`src/rtl/nqcpu_pkg.sv`:
```
// Shared types for the nqcpu fetch path: fetch FSM encoding, default PC step
// and the {pc, instr} queue entry layout for the default 16-bit configuration.
package nqcpu_pkg;

  typedef enum logic [1:0] {
    ST_IDLE    = 2'd0,
    ST_REQ     = 2'd1,
    ST_DISCARD = 2'd2
  } fetch_state_t;

  localparam int PC_STEP_DEFAULT = 2;

  typedef struct packed {
    logic [15:0] pc;
    logic [15:0] instr;
  } fetch_entry_t;

endpackage

```
`src/rtl/prefetch_queue_if.sv`:
```
// Memory read handshake, decoder handshake and redirect bundled for the prefetcher.
interface prefetch_queue_if #(
  parameter int ADDR_W  = 16,
  parameter int INSTR_W = 16
);
  logic               mem_req;
  logic [ADDR_W-1:0]  mem_addr;
  logic               mem_ack;
  logic [INSTR_W-1:0] mem_data;
  logic               redirect;
  logic [ADDR_W-1:0]  redirect_pc;
  logic               out_valid;
  logic [INSTR_W-1:0] out_instr;
  logic [ADDR_W-1:0]  out_pc;
  logic               out_ready;

  modport master (
    output mem_req, mem_addr, out_valid, out_instr, out_pc,
    input  mem_ack, mem_data, redirect, redirect_pc, out_ready
  );

  modport slave (
    input  mem_req, mem_addr, out_valid, out_instr, out_pc,
    output mem_ack, mem_data, redirect, redirect_pc, out_ready
  );
endinterface

```
`src/rtl/instr_fifo.sv`:
```
// DEPTH-entry FIFO with flush and a registered head that already shows a
// freshly pushed entry in the cycle right after the push.
module instr_fifo #(
  parameter int WIDTH = 32,
  parameter int DEPTH = 4
) (
  input  logic                     clk,
  input  logic                     rst,
  input  logic                     push,
  input  logic [WIDTH-1:0]         push_data,
  input  logic                     pop,
  input  logic                     flush,
  output logic [$clog2(DEPTH):0]   count,
  output logic [WIDTH-1:0]         head
);
  localparam int PTR_W = $clog2(DEPTH);
  localparam int CNT_W = PTR_W + 1;

  logic [WIDTH-1:0] mem [DEPTH];
  logic [PTR_W-1:0] rd_ptr_reg, wr_ptr_reg;
  logic [CNT_W-1:0] count_reg;
  logic [WIDTH-1:0] head_reg;
  logic             do_pop, do_push, push_to_head;
  logic [PTR_W-1:0] rd_ptr_inc;

  assign do_pop       = pop && (count_reg != '0);
  assign do_push      = push && ((count_reg != CNT_W'(DEPTH)) || do_pop);
  // The pushed word becomes head when nothing else remains in front of it.
  assign push_to_head = do_push && (count_reg == (do_pop ? CNT_W'(1) : CNT_W'(0)));
  assign rd_ptr_inc   = rd_ptr_reg + PTR_W'(1);

  always_ff @(posedge clk) begin
    if (do_push && !flush) begin
      mem[wr_ptr_reg] <= push_data;
    end
  end

  always_ff @(posedge clk or posedge rst) begin
    if (rst) begin
      rd_ptr_reg <= '0;
      wr_ptr_reg <= '0;
      count_reg  <= '0;
      head_reg   <= '0;
    end else if (flush) begin
      rd_ptr_reg <= '0;
      wr_ptr_reg <= '0;
      count_reg  <= '0;
    end else begin
      if (do_push) begin
        wr_ptr_reg <= wr_ptr_reg + PTR_W'(1);
      end
      if (do_pop) begin
        rd_ptr_reg <= rd_ptr_inc;
      end
      count_reg <= count_reg + (do_push ? CNT_W'(1) : CNT_W'(0))
                             - (do_pop  ? CNT_W'(1) : CNT_W'(0));
      if (push_to_head) begin
        head_reg <= push_data;
      end else if (do_pop) begin
        head_reg <= mem[rd_ptr_inc];
      end
    end
  end

  assign count = count_reg;
  assign head  = head_reg;
endmodule

```
`src/rtl/prefetch_queue.sv`:
```
// Sequential instruction prefetcher: one outstanding memory read at a time,
// results queued as {pc, instr} for the decoder; redirect flushes and refetches.
module prefetch_queue
  import nqcpu_pkg::*;
#(
  parameter int                ADDR_W   = 16,
  parameter int                INSTR_W  = 16,
  parameter int                DEPTH    = 4,
  parameter int                PC_STEP  = PC_STEP_DEFAULT,
  parameter logic [ADDR_W-1:0] RESET_PC = '0
) (
  input  logic                   clk,
  input  logic                   rst,
  prefetch_queue_if.master       bus,
  output logic [$clog2(DEPTH):0] dbg_count,
  output logic [1:0]             dbg_state
);
  localparam int CNT_W   = $clog2(DEPTH) + 1;
  localparam int ENTRY_W = ADDR_W + INSTR_W;

  fetch_state_t        state_reg;
  logic [ADDR_W-1:0]   fetch_pc_reg;
  logic                mem_req_reg;
  logic [ADDR_W-1:0]   mem_addr_reg;

  logic [CNT_W-1:0]    count;
  logic [ENTRY_W-1:0]  head;
  logic                out_valid;
  logic                push, pop, flush;
  logic [CNT_W-1:0]    count_next;
  logic [ADDR_W-1:0]   redirect_target, fetch_pc_inc;

  assign out_valid       = (count != '0);
  assign flush           = bus.redirect;
  assign push            = (state_reg == ST_REQ) && bus.mem_ack && !bus.redirect;
  assign pop             = out_valid && bus.out_ready && !bus.redirect;
  assign count_next      = count + (push ? CNT_W'(1) : CNT_W'(0))
                                 - (pop  ? CNT_W'(1) : CNT_W'(0));
  assign redirect_target = {bus.redirect_pc[ADDR_W-1:1], 1'b0};
  assign fetch_pc_inc    = fetch_pc_reg + ADDR_W'(PC_STEP);

  instr_fifo #(
    .WIDTH (ENTRY_W),
    .DEPTH (DEPTH)
  ) u_fifo (
    .clk       (clk),
    .rst       (rst),
    .push      (push),
    .push_data ({fetch_pc_reg, bus.mem_data}),
    .pop       (pop),
    .flush     (flush),
    .count     (count),
    .head      (head)
  );

  always_ff @(posedge clk or posedge rst) begin
    if (rst) begin
      state_reg    <= ST_IDLE;
      fetch_pc_reg <= RESET_PC;
      mem_req_reg  <= 1'b0;
      mem_addr_reg <= RESET_PC;
    end else if (bus.redirect) begin
      fetch_pc_reg <= redirect_target;
      // An unacked read must stay on the bus; its data is dropped later.
      if (state_reg != ST_IDLE && !bus.mem_ack) begin
        state_reg <= ST_DISCARD;
      end else begin
        state_reg    <= ST_REQ;
        mem_req_reg  <= 1'b1;
        mem_addr_reg <= redirect_target;
      end
    end else begin
      case (state_reg)
        ST_IDLE: begin
          if (count < CNT_W'(DEPTH)) begin
            state_reg    <= ST_REQ;
            mem_req_reg  <= 1'b1;
            mem_addr_reg <= fetch_pc_reg;
          end
        end
        ST_REQ: begin
          if (bus.mem_ack) begin
            fetch_pc_reg <= fetch_pc_inc;
            if (count_next < CNT_W'(DEPTH)) begin
              mem_addr_reg <= fetch_pc_inc;
            end else begin
              state_reg   <= ST_IDLE;
              mem_req_reg <= 1'b0;
            end
          end
        end
        ST_DISCARD: begin
          if (bus.mem_ack) begin
            state_reg    <= ST_REQ;
            mem_req_reg  <= 1'b1;
            mem_addr_reg <= fetch_pc_reg;
          end
        end
        default: begin
          state_reg   <= ST_IDLE;
          mem_req_reg <= 1'b0;
        end
      endcase
    end
  end

  assign bus.mem_req   = mem_req_reg;
  assign bus.mem_addr  = mem_addr_reg;
  assign bus.out_valid = out_valid;
  assign bus.out_pc    = head[ENTRY_W-1:INSTR_W];
  assign bus.out_instr = head[INSTR_W-1:0];
  assign dbg_count     = count;
  assign dbg_state     = state_reg;
endmodule
```
`src/flat_wrapper.sv`:
```
// flat-port wrapper written by rule: the top's interface ports become plain ports
module prefetch_queue_flat import nqcpu_pkg::*;
#(
  parameter int                ADDR_W   = 16,
  parameter int                INSTR_W  = 16,
  parameter int                DEPTH    = 4,
  parameter int                PC_STEP  = PC_STEP_DEFAULT,
  parameter logic [ADDR_W-1:0] RESET_PC = '0
)
  (clk, rst, dbg_count, dbg_state, bus_mem_req, bus_mem_addr, bus_out_valid, bus_out_instr, bus_out_pc, bus_mem_ack, bus_mem_data, bus_redirect, bus_redirect_pc, bus_out_ready);
  prefetch_queue_if #(.ADDR_W(ADDR_W), .INSTR_W(INSTR_W)) bus_i ();
  input  logic clk;
  input  logic rst;
  output logic [$clog2(DEPTH):0] dbg_count;
  output logic [1:0] dbg_state;
  output wire logic [$bits(bus_i.mem_req)-1:0] bus_mem_req;
  output wire logic [$bits(bus_i.mem_addr)-1:0] bus_mem_addr;
  output wire logic [$bits(bus_i.out_valid)-1:0] bus_out_valid;
  output wire logic [$bits(bus_i.out_instr)-1:0] bus_out_instr;
  output wire logic [$bits(bus_i.out_pc)-1:0] bus_out_pc;
  input wire logic [$bits(bus_i.mem_ack)-1:0] bus_mem_ack;
  input wire logic [$bits(bus_i.mem_data)-1:0] bus_mem_data;
  input wire logic [$bits(bus_i.redirect)-1:0] bus_redirect;
  input wire logic [$bits(bus_i.redirect_pc)-1:0] bus_redirect_pc;
  input wire logic [$bits(bus_i.out_ready)-1:0] bus_out_ready;
  assign bus_mem_req = bus_i.mem_req;
  assign bus_mem_addr = bus_i.mem_addr;
  assign bus_out_valid = bus_i.out_valid;
  assign bus_out_instr = bus_i.out_instr;
  assign bus_out_pc = bus_i.out_pc;
  assign bus_i.mem_ack = bus_mem_ack;
  assign bus_i.mem_data = bus_mem_data;
  assign bus_i.redirect = bus_redirect;
  assign bus_i.redirect_pc = bus_redirect_pc;
  assign bus_i.out_ready = bus_out_ready;
  prefetch_queue #(.ADDR_W(ADDR_W), .INSTR_W(INSTR_W), .DEPTH(DEPTH), .PC_STEP(PC_STEP), .RESET_PC(RESET_PC)) u_core (.clk(clk), .rst(rst), .bus(bus_i), .dbg_count(dbg_count), .dbg_state(dbg_state));
endmodule
```
`config.mk`:
```
export PLATFORM = sky130hd
export DESIGN_NAME = prefetch_queue_flat
export DESIGN_NICKNAME = d
export VERILOG_FILES = /design/src/rtl/nqcpu_pkg.sv /design/src/rtl/prefetch_queue_if.sv /design/src/rtl/instr_fifo.sv /design/src/rtl/prefetch_queue.sv /design/src/flat_wrapper.sv
export SDC_FILE = /design/constraint.sdc
export NUM_CORES = 1
export LEC_CHECK = 0
export ABC_CLOCK_PERIOD_IN_PS = 2800
export BUFFER_PORTS_ARGS = -buffer_cell sky130_fd_sc_hd__clkbuf_2
export CAP_MARGIN = 30
export CORE_AREA = 2 2 134 136
export CTS_CLUSTER_SIZE = 25
export DETAILED_ROUTE_END_ITERATION = 12
export DIE_AREA = 0 0 136 138
export GPL_TIMING_DRIVEN = 0
export HOLD_SLACK_MARGIN = 0.06
export PLACE_DENSITY = 0.84
export SYNTH_ARGS = -nofsm -noshare
export SYNTH_HDL_FRONTEND = slang
export SYNTH_HIERARCHICAL = 1
export SYNTH_SLANG_ARGS = --single-unit
```
`constraint.sdc`:
```
create_clock -name clk -period 2.8 [get_ports clk]
set_input_delay 0 -clock clk [delete_from_list [all_inputs] [get_ports clk]]
set_output_delay 0 -clock clk [all_outputs]
set_load 0.02 [all_outputs]
```
==> results of run 1 <==
-- what timing repair did --
action / 4_1_cts / 5_1_grt
setup buffers: 12 / 0
endpoints found under the hold margin: 190 / 0
resized for setup: 13 / 9
setup endpoints to repair: 147 / 148
pin swaps: 5 / 0
hold buffers: 35 / 0
-- layout make-up --
type / count / share of cell area
clock inverter: 17 / 0.0180
inverter: 18 / 0.00607
sequential: 201 / 0.510
clock buffer: 21 / 0.0472
multi-input combinational: 379 / 0.284
buffer: 55 / 0.0267
timing repair buffer: 138 / 0.0828
tap: 229 / 0.0257
-- power by group through the flow --
stage	registers, mW	logic, mW	clock network, mW
after floorplan	4.41	1.25	0
after global placement	4.02	2.44	0
after detailed placement	4.03	2.50	0
after CTS	3.97	2.70	2.95
after global routing	4.03	2.96	3.07
final	3.98	2.74	2.92
-- cell usage in the layout (no fill, tap or decap), types with 6 or more instances in the layout --
cell and count:
sky130_fd_sc_hd__edfxtp_1 128, sky130_fd_sc_hd__clkbuf_2 90, sky130_fd_sc_hd__dfrtp_1 69, sky130_fd_sc_hd__nand3_1 38, sky130_fd_sc_hd__a31oi_1 37, sky130_fd_sc_hd__dlygate4sd3_1 35
sky130_fd_sc_hd__o21ai_0 35, sky130_fd_sc_hd__a221oi_1 34, sky130_fd_sc_hd__mux4_2 32, sky130_fd_sc_hd__nor2_1 27, sky130_fd_sc_hd__clkbuf_1 26, sky130_fd_sc_hd__clkbuf_16 21
sky130_fd_sc_hd__nand2_1 21, sky130_fd_sc_hd__xor2_1 20, sky130_fd_sc_hd__buf_2 18, sky130_fd_sc_hd__buf_4 14, sky130_fd_sc_hd__inv_1 13, sky130_fd_sc_hd__a21oi_1 13
sky130_fd_sc_hd__mux2_2 10, sky130_fd_sc_hd__ha_1 9, sky130_fd_sc_hd__nor3_1 8, sky130_fd_sc_hd__nand4_1 7, sky130_fd_sc_hd__xnor2_1 7, sky130_fd_sc_hd__buf_6 6
sky130_fd_sc_hd__o21ai_1 6
-- critical path, cell delays in order, from the launching register on --
cell and delay [ns]:
sky130_fd_sc_hd__dfrtp_2 0.41, sky130_fd_sc_hd__or3_4 0.39, sky130_fd_sc_hd__and3_4 0.19, sky130_fd_sc_hd__or4b_4 0.52
sky130_fd_sc_hd__nand2_2 0.09, sky130_fd_sc_hd__ha_4 0.20, sky130_fd_sc_hd__inv_2 0.06, sky130_fd_sc_hd__ha_4 0.11
sky130_fd_sc_hd__inv_2 0.03, sky130_fd_sc_hd__fa_2 0.37, sky130_fd_sc_hd__xor2_2 0.16, sky130_fd_sc_hd__and2_1 0.15
sky130_fd_sc_hd__nor3_1 0.16
-- path summary, 6_finish.rpt --
path | from | end | cells after the start
max in group asynchronous | rst | u_core/u_fifo/count[0] | 3
hold / removal | bus_mem_ack | u_core/u_fifo/wr_ptr_reg[1] | 5
setup / recovery | u_core/u_fifo/count[1] | u_core/u_fifo/count[2] | 12
setup reg to reg | u_core/u_fifo/count[1] | u_core/u_fifo/count[2] | 12
hold reg to reg | u_core/bus.mem_addr[5] | u_core/bus.mem_addr[5] | 1
min in group asynchronous | rst | u_core/fetch_pc_reg[14] | 3
-- logic make-up after synthesis --
kind of cell / after synthesis / share of synthesized area
DFF: 201 / 0.626
AOI/OAI and AO/OA: 145 / 0.109
and+or+nand+nor: 139 / 0.0784
buffers and inverters: 73 / 0.0381
muxes: 49 / 0.102
xor gates and xnor gates: 28 / 0.0271
adders and majority gates: 13 / 0.0188
other: 1 / 0.000414
-- metal layers --
layer  routed length (um)  vias up  track usage  part of all wire
met5                    0        -            0                 0
met4                  413        0       0.0663             0.019
met3                 1940       36       0.0348             0.089
met2                10700      375        0.382              0.49
met1                 8810     3137        0.334              0.40
li1                     -     2873            -                 -
==> summary.txt, run 1 <==
Die
  • DIE AREA: 18800 um^2
  • Die W: 136 um
  • Placeable Area: 17500 um^2
  • Number of placed I/O pins: 92
  • Die height: 138 um
  • Number of placement rows: 49
  • Starting Density: 0.517

Timing
  • Post-layout min period: 2.91 ns
  • Unrepaired setup endpoints after global routing: true
  • Least-Margin Pin Slew: 0.982 ns
  • Hold WS: 0.117 ns
  • Final Hold Vio Count: 0
  • Achievable frequency: 0.344 GHz
  • Worst path setup slack after routing: -0.107 ns
  • Relative slew slack: 0.345
  • Fin crit share: 1.04
  • Pins Over Slew Limit: 0
  • Total Negative Setup Slacks: -0.469 ns
  • Count of final setup violators: 11
  • Worst clock skew on the final layout: 0.0187 ns

Synth
  • Synth Area per Inst: 14.0 um^2
  • Number of synthesized flops with an enable pin: 128
  • Netlist cell types: 57
  • Syn Inst Count: 649
  • Leading post-synthesis cells by cell area: sky130_fd_sc_hd__edfxtp_1 (42%), sky130_fd_sc_hd__dfrtp_1 (20%), sky130_fd_sc_hd__mux4_2 (8.0%), sky130_fd_sc_hd__a221oi_1 (3.3%), sky130_fd_sc_hd__a31oi_1 (2.6%)
  • Most common cell in the synthesized netlist: sky130_fd_sc_hd__edfxtp_1
  • Top cell types by occurrence after synthesis: sky130_fd_sc_hd__edfxtp_1 (128), sky130_fd_sc_hd__dfrtp_1 (73), sky130_fd_sc_hd__nand3_1 (38), sky130_fd_sc_hd__a31oi_1 (37), sky130_fd_sc_hd__o21ai_0 (36)
  • Synth Flop Type: sky130_fd_sc_hd__edfxtp_1
  • Number of warning messages in the yosys log: 6
  • Cell type contributing the most total cell area after synthesis: sky130_fd_sc_hd__edfxtp_1
  • Post-Synthesis Cell Area: 9060 um^2
  • Part of the Yosys area used for sequential elements: 0.626
  • Fraction of registers with async set or reset after synthesis: 0.363
  • Fraction of post-synthesis cell area in the top cell type by area: 0.424
  • Flops & latches, synth: 201

Detailed routing
  • Drc violations: 0
  • DRT iter0 DRCs: 670
  • Final Routed Wirelength: 21900 um
  • Average routed wire per standard cell: 20.7 um
  • Mean number of vias per cell: 6.07
  • Post-detailed-route count of antenna-violating nets: 0
  • Total number of vias: 6421
  • Drt pass-1 iters: 5

Job
  • Number of max-cap violations: 0

Place
  • Post-place instance area: 9880 um^2
  • Total placed cells including tap cells: 973
  • Number of port buffers: 90
  • Half-perimeter wire length after placement: 13600 um
  • GPL Wtd Cong: 0.955
  • Place WS: -0.307 ns

Pwr
  • Static leakage: 4.13 nW
  • Cell-internal power: 6.46 mW
  • Total chip power: 9.64 mW
  • Reg power frac: 0.413
  • Share of power burned in combinational logic: 0.285
  • Switching Share: 0.330
  • Power Dens Cells: 866 nW/um^2
  • Switching power total: 3.18 mW
  • Maximum resistive drop on vdd: 0.621 mV
  • Clk pwr share: 0.302

Finish
  • Cell area after layout: 11100 um^2
  • Area Overhead vs Synth: 22.9%
  • Fill cell instance count of the final layout: 1276
  • Net count reported at finish: 864
  • Area used by multi-input combinational logic: 3160 um^2
  • Largest register FFs: 128
  • Final Core Density: 0.635
  • Count of non-filler cells in the finished layout: 1058
  • Count of antenna diodes in the layout: 0
  • Fraction of final layout cells sized beyond drive strength 1: 0.293
  • Area taken by flip-flops and latches: 5680 um^2

Critical path
  • Worst Path Max Fanout: 3
  • Type of element capturing the critical path: flip-flop
  • Worst R2R Setup Slack: -0.11 ns
  • Critical path startpoint category: flip-flop
  • Data arrival time at the worst-slack endpoint: 3.32 ns
  • Required time at the worst-slack endpoint: 3.21 ns
  • Worst Path Class, Setup: flip-flop to flip-flop

Outcome
  • Violations in the final reports: negative setup slack
  • Result of the run: finished with violations

Global routing
  • Via count of the first global-routing pass: 6460
  • Total Routing Usage GR: 0.236
  • Total overflow reported by the global router: 0
  • Maximum number of pins on one net before global-route repair: 40
  • Number of antenna violations at the first check in global routing: 0
  • Wire length of the first global-routing pass: 34400 um

Clock network
  • TritonCTS sink count: 201
  • H-Tree Depth: 1
  • Clock tree from TritonCTS: yes
  • Cell at the root of the clock tree: sky130_fd_sc_hd__clkbuf_16
  • Number of buffers added by the clock tree synthesis step: 21
  • Clk buf depth: 3
  • Clock latency of the later-clocked register in the worst-skew pair: 0.50 ns
  • Clock slew seen by the registers of the worst setup and hold paths: 0.06 ns

Hold path
  • Worst hold path type: input pin to flip-flop
Power figures use the tool's default switching activity.
==> inputs of run 2 (changes only) <==
--- a/config.mk
+++ b/config.mk
@@ -8,13 +8,14 @@
 export ABC_CLOCK_PERIOD_IN_PS = 2800
 export BUFFER_PORTS_ARGS = -buffer_cell sky130_fd_sc_hd__clkbuf_2
 export CAP_MARGIN = 30
-export CORE_AREA = 2 2 134 136
+export CORE_AREA = 2 2 138 140
 export CTS_CLUSTER_SIZE = 25
 export DETAILED_ROUTE_END_ITERATION = 12
-export DIE_AREA = 0 0 136 138
+export DIE_AREA = 0 0 140 142
 export GPL_TIMING_DRIVEN = 0
 export HOLD_SLACK_MARGIN = 0.06
-export PLACE_DENSITY = 0.84
+export PLACE_DENSITY = 0.8
+export SLEW_MARGIN = 30
 export SYNTH_ARGS = -nofsm -noshare
 export SYNTH_HDL_FRONTEND = slang
 export SYNTH_HIERARCHICAL = 1
==> run 2 against run 1 <==
The flow finishes with violations (design-rule violations, negative setup slack). Global-route usage shrank 1.4 points. Clock power shrank 8.9%. Clock skew shrank 0.0024 ns. Core utilization shrank 2.9 points. Register-to-register slack gained 0.03 ns. Largest power group unchanged. Flip-flop and latch count is the same.
==> summary.txt, run 2 (synthesis gave the netlist of run 1 again) <==
Die
  • Number of placed I/O pins: 92 (unchanged)
  • Placeable Area: 18500 um^2 (+5.3%)
  • Number of placement rows: 50 (+2.0%)
  • Die height: 142 um (+2.9%)
  • Starting Density: 0.491 (-0.0258)
  • DIE AREA: 19900 um^2 (+5.9%)
  • Die W: 140 um (+2.9%)

Detailed routing
  • Post-detailed-route count of antenna-violating nets: 0 (unchanged)
  • Total number of vias: 6412 (-0.14%)
  • Mean number of vias per cell: 6.00 (-1.1%)
  • Drt pass-1 iters: 11 (+6)
  • Final Routed Wirelength: 22000 um (+0.82%)
  • DRT iter0 DRCs: 550 (-18%)
  • Average routed wire per standard cell: 20.6 um (-0.13%)
  • Drc violations: 7 (+7)

Finish
  • Cell area after layout: 11200 um^2 (+0.51%)
  • Most frequent cells in the layout: sky130_fd_sc_hd__edfxtp_1 (128), sky130_fd_sc_hd__clkbuf_2 (90), sky130_fd_sc_hd__dfrtp_1 (69), sky130_fd_sc_hd__nand3_1 (38), sky130_fd_sc_hd__a31oi_1 (37)
  • Count of antenna diodes in the layout: 0 (unchanged)
  • Count of non-filler cells in the finished layout: 1068 (+0.95%)
  • Most common library cell in the layout ignoring fill and taps: sky130_fd_sc_hd__edfxtp_1
  • Largest register FFs: 128 (unchanged)
  • Area Overhead vs Synth: 23.5%
  • Net count reported at finish: 869 (+0.58%)
  • Fraction of final layout cells sized beyond drive strength 1: 0.293 (-0.000558)

Job
  • Number of max-cap violations: 0 (unchanged)

Place
  • Number of port buffers: 90 (unchanged)
  • Place WS: -0.332 ns (-0.0242 ns)
  • Total placed cells including tap cells: 982 (+0.92%)
  • GPL Wtd Cong: 0.947 (-0.84%)
  • Post-place instance area: 9990 um^2 (+1.1%)
  • Half-perimeter wire length after placement: 13900 um (+2.2%)

Timing
  • Least-Margin Pin Slew: 0.709 ns (-0.273 ns)
  • Unrepaired setup endpoints after global routing: true
  • Worst clock skew on the final layout: 0.0163 ns (-0.00239 ns)
  • Final Hold Vio Count: 0 (unchanged)
  • Achievable frequency: 0.348 GHz (+1.1%)
  • Worst path setup slack after routing: -0.0743 ns (+0.0325 ns)
  • Relative slew slack: 0.527 (+0.181)
  • Fin crit share: 1.03 (-0.0116)
  • Count of final setup violators: 9 (-2)
  • Pins Over Slew Limit: 0 (unchanged)
  • Post-layout min period: 2.87 ns (-0.0325 ns)

Clock network
  • Clock tree from TritonCTS: yes
  • Clk buf depth: 3 (unchanged)
  • H-Tree Depth: 1 (unchanged)
  • Clock latency of the later-clocked register in the worst-skew pair: 0.50 ns (about the same)
  • TritonCTS sink count: 201 (unchanged)
  • Cell at the root of the clock tree: sky130_fd_sc_hd__clkbuf_16
  • Clock slew seen by the registers of the worst setup and hold paths: 0.07 ns (about the same)
  • Number of buffers added by the clock tree synthesis step: 21 (unchanged)

Critical path
  • Worst Path Class, Setup: flip-flop to flip-flop
  • Critical-path cell with the highest stage delay: sky130_fd_sc_hd__or4b_4
  • Stage delay of the slowest cell on the critical path: 0.50 ns (-0.02 ns)
  • Cells along the critical path: or3_4, and3_4, or4b_4, nand2_2, ha_1, inv_1, ha_1, inv_1, fa_2, xor2_1, and2_1, nor3_2
  • Data arrival time at the worst-slack endpoint: 3.28 ns (-0.04 ns)
  • Worst Path Max Fanout: 3 (unchanged)
  • Critical path startpoint category: flip-flop
  • Required time at the worst-slack endpoint: 3.21 ns (about the same)
  • Type of element capturing the critical path: flip-flop

Global routing
  • Total overflow reported by the global router: 0 (unchanged)
  • Via count of the first global-routing pass: 6448 (-0.19%)
  • Wire length of the first global-routing pass: 34700 um (+0.92%)
  • Maximum number of pins on one net before global-route repair: 35 (-13%)
  • Number of antenna violations at the first check in global routing: 0 (unchanged)
  • Total Routing Usage GR: 0.221 (-0.0144)

Outcome
  • Result of the run: finished with violations
  • Violations in the final reports: design-rule violations, negative setup slack

Hold path
  • Worst hold path type: input pin to asynchronous set/reset pin

Pwr
  • Power Dens Cells: 845 nW/um^2 (-2.4%)
  • Static leakage: 4.18 nW (+1.3%)
  • Maximum resistive drop on vdd: 0.581 mV (-6.5%)
  • Total chip power: 9.46 mW (-1.9%)
run 2: critical path: cells and delay by family (launching register included):
kind / cells / cell delay (ns)
XOR/XNOR: 1 / 0.16
adder cells (fa/ha/maj): 3 / 0.68
buffers and inverters: 2 / 0.11
flip-flops: 1 / 0.42
AND/OR/NAND/NOR: 6 / 1.43
run 2: worst paths after layout:
kind | from | slack (ns) | cells past startpoint | to
min in group clk | bus_mem_ack | 0.15 | 5 | u_core/u_fifo/wr_ptr_reg[0]
max in group asynchronous | rst | 2.10 | 3 | u_core/dbg_state[1]
setup / recovery | u_core/u_fifo/count[2] | -0.07 | 12 | u_core/u_fifo/count[2]
setup reg to reg | u_core/u_fifo/count[2] | -0.07 | 12 | u_core/u_fifo/count[2]
hold reg to reg | u_core/bus.mem_addr[0] | 0.51 | 1 | u_core/bus.mem_addr[0]
hold / removal | rst | 0.14 | 3 | u_core/u_fifo/head[22]
run 2: repair_timing:
| item | in CTS | in global routing |
|---|---|---|
| endpoints found under the hold margin | 188 | 0 |
| buffers inserted | 11 | 1 |
| cloned | 1 | 0 |
| hold buffers | 35 | 0 |
| endpoints found under the setup margin | 76 | 32 |
| resized for setup | 13 | 3 |
| pin swaps | 1 | 0 |
run 2: through the flow:
step,util,setup TNS [ns],hold slack (ns)
floorplan,-,-0.773,0.0989
finish,0.607,-0.343,0.137
detailed placement,0.541,-4.22,0.0997
global route,0.607,-1.81,0.150
global placement,0.534,-89.32,0.244
CTS,0.605,-0.204,0.112
run 2: cell type report:
cell class | count | area, um^2
plain buffers | 55 | 292
clock buffers | 32 | 628
clock inverters | 6 | 38.8
fillers | 1340 | 7260
inverters | 18 | 67.6
multi-input cells | 379 | 3150
flip-flops and latches | 201 | 5680
well taps | 234 | 293
repair buffers | 143 | 1050
run 2: power by group:
part           leakage [nW]  internal [mW]  total [mW]  switching [mW]
Clock                 0.324           1.55        2.66            1.11
Combinational          1.85           1.13        2.82            1.69
Sequential             2.01           3.63        3.97           0.342
Total                  4.18           6.32        9.46            3.14
run 2: routing by layer:
metal	global-route usage	vias up	wire, um
met5	0	-	0
met4	0.0489	0	356
met3	0.0363	30	1640
met2	0.374	321	10800
met1	0.306	3196	9290
li1	-	2865	-
